### config.mk
export PLATFORM = sky130hd
export DESIGN_NAME = seg_scan_capture
export DESIGN_NICKNAME = d
export VERILOG_FILES = /design/src/rtl/seg_pkg.sv /design/src/rtl/seg7_to_bcd.sv /design/src/rtl/seg_scan_capture.sv
export SDC_FILE = /design/constraint.sdc
export NUM_CORES = 1
export LEC_CHECK = 0
export ABC_CLOCK_PERIOD_IN_PS = 4400
export CORE_MARGIN = 4
export CORE_UTILIZATION = 30
export DETAILED_ROUTE_END_ITERATION = 10
export GPL_TIMING_DRIVEN = 0
export PLACE_DENSITY = 0.43
export SYNTH_ARGS = -nofsm -noshare
export SYNTH_HDL_FRONTEND = slang
export SYNTH_SLANG_ARGS = --single-unit
### constraint.sdc
create_clock -name clk -period 4.4 [get_ports clk]
set_input_delay 0.66 -clock clk [delete_from_list [all_inputs] [get_ports clk]]
set_output_delay 0.66 -clock clk [all_outputs]
set_load 0.02 [all_outputs]
### src/rtl/seg_pkg.sv
// Shared constants for the seven-segment scan capture block:
// glyph encodings, error nibble, FSM states and a one-hot helper.
package seg_pkg;

  localparam logic [6:0] GLYPH_0 = 7'h3F;
  localparam logic [6:0] GLYPH_1 = 7'h06;
  localparam logic [6:0] GLYPH_2 = 7'h5B;
  localparam logic [6:0] GLYPH_3 = 7'h4F;
  localparam logic [6:0] GLYPH_4 = 7'h66;
  localparam logic [6:0] GLYPH_5 = 7'h6D;
  localparam logic [6:0] GLYPH_6 = 7'h7D;
  localparam logic [6:0] GLYPH_7 = 7'h07;
  localparam logic [6:0] GLYPH_8 = 7'h7F;
  localparam logic [6:0] GLYPH_9 = 7'h6F;

  localparam logic [3:0] ERR_NIBBLE = 4'hF;

  typedef enum logic [1:0] {
    BLANK  = 2'd0,
    SETTLE = 2'd1,
    HELD   = 2'd2
  } state_e;

  function automatic logic is_onehot4(input logic [3:0] v);
    return (v != 4'd0) && ((v & (v - 4'd1)) == 4'd0);
  endfunction

endpackage

### src/rtl/seg7_to_bcd.sv
// Exact seven-segment (bits a..g) to BCD decode; anything that is not
// one of the ten legal glyphs yields the error nibble and err=1.
module seg7_to_bcd
  import seg_pkg::*;
(
  input  logic [6:0] pattern,
  output logic [3:0] nibble,
  output logic       err
);

  // Glyph lookup
  always_comb begin
    nibble = ERR_NIBBLE;
    err    = 1'b1;
    case (pattern)
      GLYPH_0: begin nibble = 4'd0; err = 1'b0; end
      GLYPH_1: begin nibble = 4'd1; err = 1'b0; end
      GLYPH_2: begin nibble = 4'd2; err = 1'b0; end
      GLYPH_3: begin nibble = 4'd3; err = 1'b0; end
      GLYPH_4: begin nibble = 4'd4; err = 1'b0; end
      GLYPH_5: begin nibble = 4'd5; err = 1'b0; end
      GLYPH_6: begin nibble = 4'd6; err = 1'b0; end
      GLYPH_7: begin nibble = 4'd7; err = 1'b0; end
      GLYPH_8: begin nibble = 4'd8; err = 1'b0; end
      GLYPH_9: begin nibble = 4'd9; err = 1'b0; end
      default: begin nibble = ERR_NIBBLE; err = 1'b1; end
    endcase
  end

endmodule

### src/rtl/seg_scan_capture.sv
// Captures a multiplexed four-digit seven-segment display: debounces each
// digit dwell, decodes it into a shadow frame and publishes complete frames.
module seg_scan_capture
  import seg_pkg::*;
#(
  parameter int unsigned STABLE_CYCLES = 4
) (
  input  logic        clk,
  input  logic        reset,
  input  logic [7:0]  a_to_g,
  input  logic [3:0]  seg_sel,
  output logic [15:0] digits,
  output logic [3:0]  dp,
  output logic [3:0]  digit_err,
  output logic        frame_valid,
  output logic        capturing
);

  localparam logic [7:0] STABLE_W = 8'(STABLE_CYCLES);

  logic [7:0]  a_meta_q, a_sync_q;
  logic [3:0]  sel_meta_q, sel_sync_q;
  state_e      state_q, state_d;
  logic [7:0]  cnt_q, cnt_d, cnt_inc_s;
  logic [11:0] stored_q, stored_d, sample_s;
  logic [3:0]  mask_q, mask_d, wr_slot_s;
  logic [15:0] shadow_dig_q, shadow_dig_d;
  logic [3:0]  shadow_dp_q, shadow_dp_d;
  logic [3:0]  shadow_err_q, shadow_err_d;
  logic [15:0] digits_q, digits_d;
  logic [3:0]  dp_q, dp_d;
  logic [3:0]  err_q, err_d;
  logic        frame_valid_q, frame_valid_d;
  logic        capturing_q, capturing_d;
  logic        wr_s, onehot_s, frame_done_s;
  logic [3:0]  dec_nibble_s;
  logic        dec_err_s;

  seg7_to_bcd u_dec (
    .pattern (a_sync_q[6:0]),
    .nibble  (dec_nibble_s),
    .err     (dec_err_s)
  );

  assign sample_s  = {sel_sync_q, a_sync_q};
  assign onehot_s  = is_onehot4(sel_sync_q);
  assign cnt_inc_s = (cnt_q >= STABLE_W) ? cnt_q : cnt_q + 8'd1;

  // Debounce FSM: a digit is accepted after STABLE_CYCLES identical samples
  always_comb begin
    state_d  = state_q;
    cnt_d    = cnt_q;
    stored_d = stored_q;
    wr_s     = 1'b0;
    case (state_q)
      BLANK: begin
        if (onehot_s) begin
          state_d  = SETTLE;
          cnt_d    = 8'd1;
          stored_d = sample_s;
        end else begin
          cnt_d = 8'd0;
        end
      end
      SETTLE, HELD: begin
        if (sample_s == stored_q) begin
          cnt_d = cnt_inc_s;
          if (state_q == SETTLE && cnt_inc_s == STABLE_W) begin
            state_d = HELD;
            wr_s    = 1'b1;
          end else begin
            state_d = state_q;
          end
        end else if (onehot_s) begin
          state_d  = SETTLE;
          cnt_d    = 8'd1;
          stored_d = sample_s;
        end else begin
          state_d = BLANK;
          cnt_d   = 8'd0;
        end
      end
      default: begin
        state_d = BLANK;
        cnt_d   = 8'd0;
      end
    endcase
  end

  // Shadow slot writes and frame publication; a write coinciding with the
  // frame clear keeps its mask bit for the next frame.
  always_comb begin
    frame_done_s = (mask_q == 4'b1111);
    wr_slot_s    = wr_s ? sel_sync_q : 4'd0;
    mask_d       = (frame_done_s ? 4'd0 : mask_q) | wr_slot_s;
    capturing_d  = (mask_d != 4'd0);
    shadow_dig_d = shadow_dig_q;
    shadow_dp_d  = shadow_dp_q;
    shadow_err_d = shadow_err_q;
    for (int i = 0; i < 4; i++) begin
      if (wr_slot_s[i]) begin
        shadow_dig_d[4*i +: 4] = dec_nibble_s;
        shadow_dp_d[i]         = a_sync_q[7];
        shadow_err_d[i]        = dec_err_s;
      end else begin
        shadow_dig_d[4*i +: 4] = shadow_dig_q[4*i +: 4];
        shadow_dp_d[i]         = shadow_dp_q[i];
        shadow_err_d[i]        = shadow_err_q[i];
      end
    end
    if (frame_done_s) begin
      digits_d      = shadow_dig_q;
      dp_d          = shadow_dp_q;
      err_d         = shadow_err_q;
      frame_valid_d = 1'b1;
    end else begin
      digits_d      = digits_q;
      dp_d          = dp_q;
      err_d         = err_q;
      frame_valid_d = 1'b0;
    end
  end

  // State registers, including the two-stage input synchronizers
  always_ff @(posedge clk or posedge reset) begin
    if (reset) begin
      a_meta_q      <= 8'd0;
      a_sync_q      <= 8'd0;
      sel_meta_q    <= 4'd0;
      sel_sync_q    <= 4'd0;
      state_q       <= BLANK;
      cnt_q         <= 8'd0;
      stored_q      <= 12'd0;
      mask_q        <= 4'd0;
      shadow_dig_q  <= 16'd0;
      shadow_dp_q   <= 4'd0;
      shadow_err_q  <= 4'd0;
      digits_q      <= 16'd0;
      dp_q          <= 4'd0;
      err_q         <= 4'd0;
      frame_valid_q <= 1'b0;
      capturing_q   <= 1'b0;
    end else begin
      a_meta_q      <= a_to_g;
      a_sync_q      <= a_meta_q;
      sel_meta_q    <= seg_sel;
      sel_sync_q    <= sel_meta_q;
      state_q       <= state_d;
      cnt_q         <= cnt_d;
      stored_q      <= stored_d;
      mask_q        <= mask_d;
      shadow_dig_q  <= shadow_dig_d;
      shadow_dp_q   <= shadow_dp_d;
      shadow_err_q  <= shadow_err_d;
      digits_q      <= digits_d;
      dp_q          <= dp_d;
      err_q         <= err_d;
      frame_valid_q <= frame_valid_d;
      capturing_q   <= capturing_d;
    end
  end

  assign digits      = digits_q;
  assign dp          = dp_q;
  assign digit_err   = err_q;
  assign frame_valid = frame_valid_q;
  assign capturing   = capturing_q;

endmodule

==> flow_results.xml <==
<?xml version="1.0" encoding="UTF-8"?>
<metrics>
  <group name="detailed_routing">
    <metric name="first_iteration_detailed_routing_drc_count" unit="">121</metric>
    <metric name="route.antenna.remaining_nets" unit="">0</metric>
    <metric name="drt-pass1-iter-count" unit="">4</metric>
    <metric name="post_drt_via_cell_ratio" unit="">4.45</metric>
    <metric name="vias" unit="">2558</metric>
    <metric name="routed_wire_length_per_instance" unit="µm">13.6</metric>
    <metric name="finalWirelength" unit="µm">7800</metric>
    <metric name="drc" unit="">0</metric>
  </group>
  <group name="critical_path">
    <metric name="timing.critical_path.required" unit="ps">4630</metric>
    <metric name="critical_path_class" unit="">reg -&gt; reg</metric>
    <metric name="worst_r2r_startpoint" unit="">state_q[0]</metric>
    <metric name="start_kind" unit="">register</metric>
    <metric name="worstPathArrival" unit="ps">2640</metric>
    <metric name="crit_start" unit="">state_q[0]</metric>
    <metric name="critPathMaxFanout" unit="">10</metric>
    <metric name="worst_setup_path_end_kind" unit="">register</metric>
  </group>
  <group name="global_route">
    <metric name="wire_length_of_the_first_global_routing_pass" unit="µm">13100</metric>
    <metric name="initial_antenna_violation_count" unit="">0</metric>
    <metric name="vias_in_the_first_global_route" unit="">2512</metric>
    <metric name="grt_util_all_layers" unit="%">10.6</metric>
    <metric name="largest_net_degree_at_the_start_of_global_routing" unit="">62</metric>
    <metric name="global_route.overflow_total" unit="">0</metric>
  </group>
  <group name="timing">
    <metric name="setup_violations" unit="">0</metric>
    <metric name="achievable-frequency" unit="MHz">415</metric>
    <metric name="worst_slew_pin_slew" unit="ps">945</metric>
    <metric name="rsz0062_at_grt" unit="">no</metric>
    <metric name="drv_slew" unit="">0</metric>
    <metric name="period_share" unit="%">54.7</metric>
    <metric name="timing_hold_violations_final" unit="">0</metric>
    <metric name="min_period" unit="ps">2410</metric>
    <metric name="relSlewSlack" unit="%">36.4</metric>
    <metric name="worst_setup_skew_after_layout" unit="ps">6.59</metric>
    <metric name="final_critical_path_setup_slack" unit="ps">1990</metric>
  </group>
  <group name="floorplanning">
    <metric name="floorplan.die.width" unit="µm">126</metric>
    <metric name="dieHeight" unit="µm">126</metric>
    <metric name="initial_utilization" unit="%">30.9</metric>
    <metric name="num_io_pins" unit="">40</metric>
    <metric name="cell_rows" unit="">42</metric>
    <metric name="core_region_area" unit="mm²">0.0134</metric>
    <metric name="fp.dieArea" unit="mm²">0.0158</metric>
  </group>
  <group name="power">
    <metric name="internal_power" unit="mW">1.50</metric>
    <metric name="clockPowerShare" unit="%">39.2</metric>
    <metric name="power_per_cell_area" unit="mW/mm²">386</metric>
    <metric name="finalPower" unit="mW">1.96</metric>
    <metric name="share_comb_of_total_power" unit="%">10.1</metric>
    <metric name="total_switching_power" unit="µW">461</metric>
    <metric name="p_seq_share" unit="%">50.7</metric>
    <metric name="peakVddDrop" unit="µV">144</metric>
    <metric name="netSwitchingFraction" unit="%">23.6</metric>
    <metric name="power.static_leakage" unit="nW">2.41</metric>
  </group>
  <group name="clock_tree">
    <metric name="cts.repair_timing.setup_buffer_count" unit="">0</metric>
    <metric name="numCtsBuffers" unit="">9</metric>
    <metric name="worstSkewPairLatency" unit="ps">340</metric>
    <metric name="holdBufCountCts" unit="">0</metric>
    <metric name="cts.clk_slew.worst_paths" unit="ps">70</metric>
    <metric name="cts_tree" unit="">yes</metric>
    <metric name="clock_tree.buffer_depth" unit="">2</metric>
    <metric name="cts_max_level" unit="">3</metric>
    <metric name="clockRootBuffer" unit="">sky130_fd_sc_hd__clkbuf_16</metric>
    <metric name="cts_sinks" unit="">100</metric>
    <metric name="cts_resized" unit="">0</metric>
  </group>
  <group name="final_layout">
    <metric name="drive_above_1_share" unit="%">18.5</metric>
    <metric name="syn_to_final_growth" unit="%">22.5</metric>
    <metric name="final_core_utilization" unit="%">37.9</metric>
    <metric name="diodes" unit="">0</metric>
    <metric name="fin_cells" unit="">575</metric>
    <metric name="final_area" unit="mm²">0.00507</metric>
    <metric name="num-nets-final" unit="">413</metric>
  </group>
  <group name="yosys">
    <metric name="number_of_synthesized_flops_with_an_enable_pin" unit="">0</metric>
    <metric name="synthesis.nets" unit="">362</metric>
    <metric name="ys.flop_type" unit="">sky130_fd_sc_hd__dfrtp_1</metric>
    <metric name="synthDistinctLibCells" unit="">48</metric>
    <metric name="synthesis.instances" unit="">343</metric>
    <metric name="syn-cell-area" unit="mm²">0.00414</metric>
    <metric name="syn-mean-instance-area" unit="µm²">12.1</metric>
    <metric name="async_flop_share" unit="%">100</metric>
    <metric name="synth.yosys.seq_area_share" unit="%">60.4</metric>
    <metric name="synth.yosys.warnings" unit="">0</metric>
    <metric name="synthesized_flop_and_latch_total" unit="">100</metric>
  </group>
  <group name="place">
    <metric name="place_hpwl" unit="µm">5270</metric>
    <metric name="placed_cells_incl_taps" unit="">559</metric>
    <metric name="placement.io_buffers" unit="">39</metric>
    <metric name="pre_cts_ws" unit="ps">2010</metric>
    <metric name="dpl_cell_area" unit="mm²">0.00478</metric>
    <metric name="gp_routability_congestion" unit="">0.757</metric>
  </group>
  <group name="hold_path">
    <metric name="hold_path.startpoint" unit="">a_meta_q[6]</metric>
    <metric name="min-delay-path-class" unit="">reg -&gt; reg</metric>
  </group>
  <group name="status">
    <metric name="outcome" unit="">finished clean</metric>
  </group>
  <group name="job">
    <metric name="max-cap-violations" unit="">0</metric>
  </group>
</metrics>
## synthesized netlist by cell type, types with 2 or more instances
library cell | n | area [µm²]
sky130_fd_sc_hd__a21oi_1 | 2 | 10.0
sky130_fd_sc_hd__buf_2 | 5 | 25.0
sky130_fd_sc_hd__or4_1 | 2 | 15.0
sky130_fd_sc_hd__buf_6 | 4 | 45.0
sky130_fd_sc_hd__nand3_1 | 2 | 10.0
sky130_fd_sc_hd__mux2_4 | 10 | 150
sky130_fd_sc_hd__inv_1 | 10 | 37.5
sky130_fd_sc_hd__xnor2_1 | 14 | 123
sky130_fd_sc_hd__mux2_2 | 25 | 282
sky130_fd_sc_hd__nand4_1 | 6 | 37.5
sky130_fd_sc_hd__dfrtp_1 | 100 | 2500
sky130_fd_sc_hd__a211oi_1 | 2 | 15.0
sky130_fd_sc_hd__nand3b_1 | 2 | 15.0
sky130_fd_sc_hd__nor2_1 | 8 | 30.0
sky130_fd_sc_hd__nor3_1 | 7 | 35.0
sky130_fd_sc_hd__o22ai_1 | 3 | 18.8
sky130_fd_sc_hd__nor2b_1 | 3 | 18.8
sky130_fd_sc_hd__or3b_2 | 2 | 17.5
sky130_fd_sc_hd__ha_1 | 5 | 62.6
sky130_fd_sc_hd__nand2_1 | 85 | 319
sky130_fd_sc_hd__nor4b_1 | 2 | 17.5
sky130_fd_sc_hd__a22oi_1 | 2 | 15.0
sky130_fd_sc_hd__and2_1 | 5 | 31.3
sky130_fd_sc_hd__clkbuf_1 | 7 | 26.3
sky130_fd_sc_hd__nor4_1 | 4 | 25.0
sky130_fd_sc_hd__nand3_2 | 4 | 40.0
## cells in the final DEF (no fill, tap or decap), drive strengths merged, types with 2 or more instances in the layout
cell type,synthesis,final
or3b,2,2
inv,10,10
nor2,8,8
mux2,36,36
nand4,6,6
o22ai,4,4
nor2b,3,3
dfrtp,100,100
a21oi,2,2
xnor2,14,14
nand3b,2,2
and2,5,5
ha,5,5
nand2,85,85
clkinv,1,2
clkdlybuf4s50,0,39
nor4b,2,2
buf,10,11
nand3,6,6
a22oi,2,2
a211oi,2,2
or4,2,2
clkbuf,8,21
nor3,8,8
clkinvlp,0,2
nor4,5,5
## cell families after synthesis
family                     synth area share, %
and+or+nand+nor                           16.6
DFF                                       60.4
muxes                                     10.9
buffers and inverters                     3.92
AOI/OAI and AO/OA                         3.50
xor gates and xnor gates                  3.17
adders and majority gates                 1.51
## through the flow
stage | hold WS [ps] | TNS (ps)
floorplan | 331 | 0
global placement | 332 | -47060
detailed placement | 335 | 0
CTS | 350 | 0
global route | 353 | 0
finish | 348 | 0
## metal layers
metal  track usage [%]  routed length [µm]
met4              4.97                 167
met2              15.1                3500
met3              3.03                 337
met5                 0                   0
met1              14.7                3790
## path summary, 6_finish.rpt
kind,to,slack (ps),cells past startpoint
max in group asynchronous,cnt_q[1],3030,3
hold reg to reg,a_sync_q[6],350,0
setup / recovery,stored_q[5],1990,7
setup reg to reg,stored_q[5],1990,7
hold / removal,a_sync_q[6],350,0
min in group asynchronous,a_meta_q[2],710,2
## power groups by stage
stage	combinational [mW]	clock, mW	sequential [mW]
after floorplan	0.157	0	1.00
after global routing	0.220	0.835	0.996
after detailed placement	0.202	0	1.01
final	0.198	0.767	0.992
after CTS	0.203	0.800	0.992
after global placement	0.197	0	1.01
## state kept, by name, summed over array words and instances (netlist names)
name / count
a_meta_q: 8
a_sync_q: 8
capturing: 1
cnt_q: 8
digit_err: 4
digits: 16
dp: 4
frame_valid: 1
mask_q: 4
sel_meta_q: 4
sel_sync_q: 4
shadow_dig_q: 16
shadow_dp_q: 4
shadow_err_q: 4
state_q: 2
stored_q: 12
## worst max-delay path: stages, from the launching register on
cell and delay [ps]:
sky130_fd_sc_hd__dfrtp_1 420, sky130_fd_sc_hd__inv_1 60, sky130_fd_sc_hd__ha_1 360, sky130_fd_sc_hd__inv_1 100
sky130_fd_sc_hd__nor4_4 600, sky130_fd_sc_hd__nand2b_2 290, sky130_fd_sc_hd__buf_12 160, sky130_fd_sc_hd__mux2_4 300
## layout make-up
class	count	area, µm²
plain buffers	18	121
clock inverters	3	20.0
clock buffers	13	270
repair buffers	40	418
fillers	1304	8330
inverters	11	43.8
well taps	176	220
flip-flops and latches	100	2500
multi-input cells	214	1480
(Power assumes the default switching activity.)
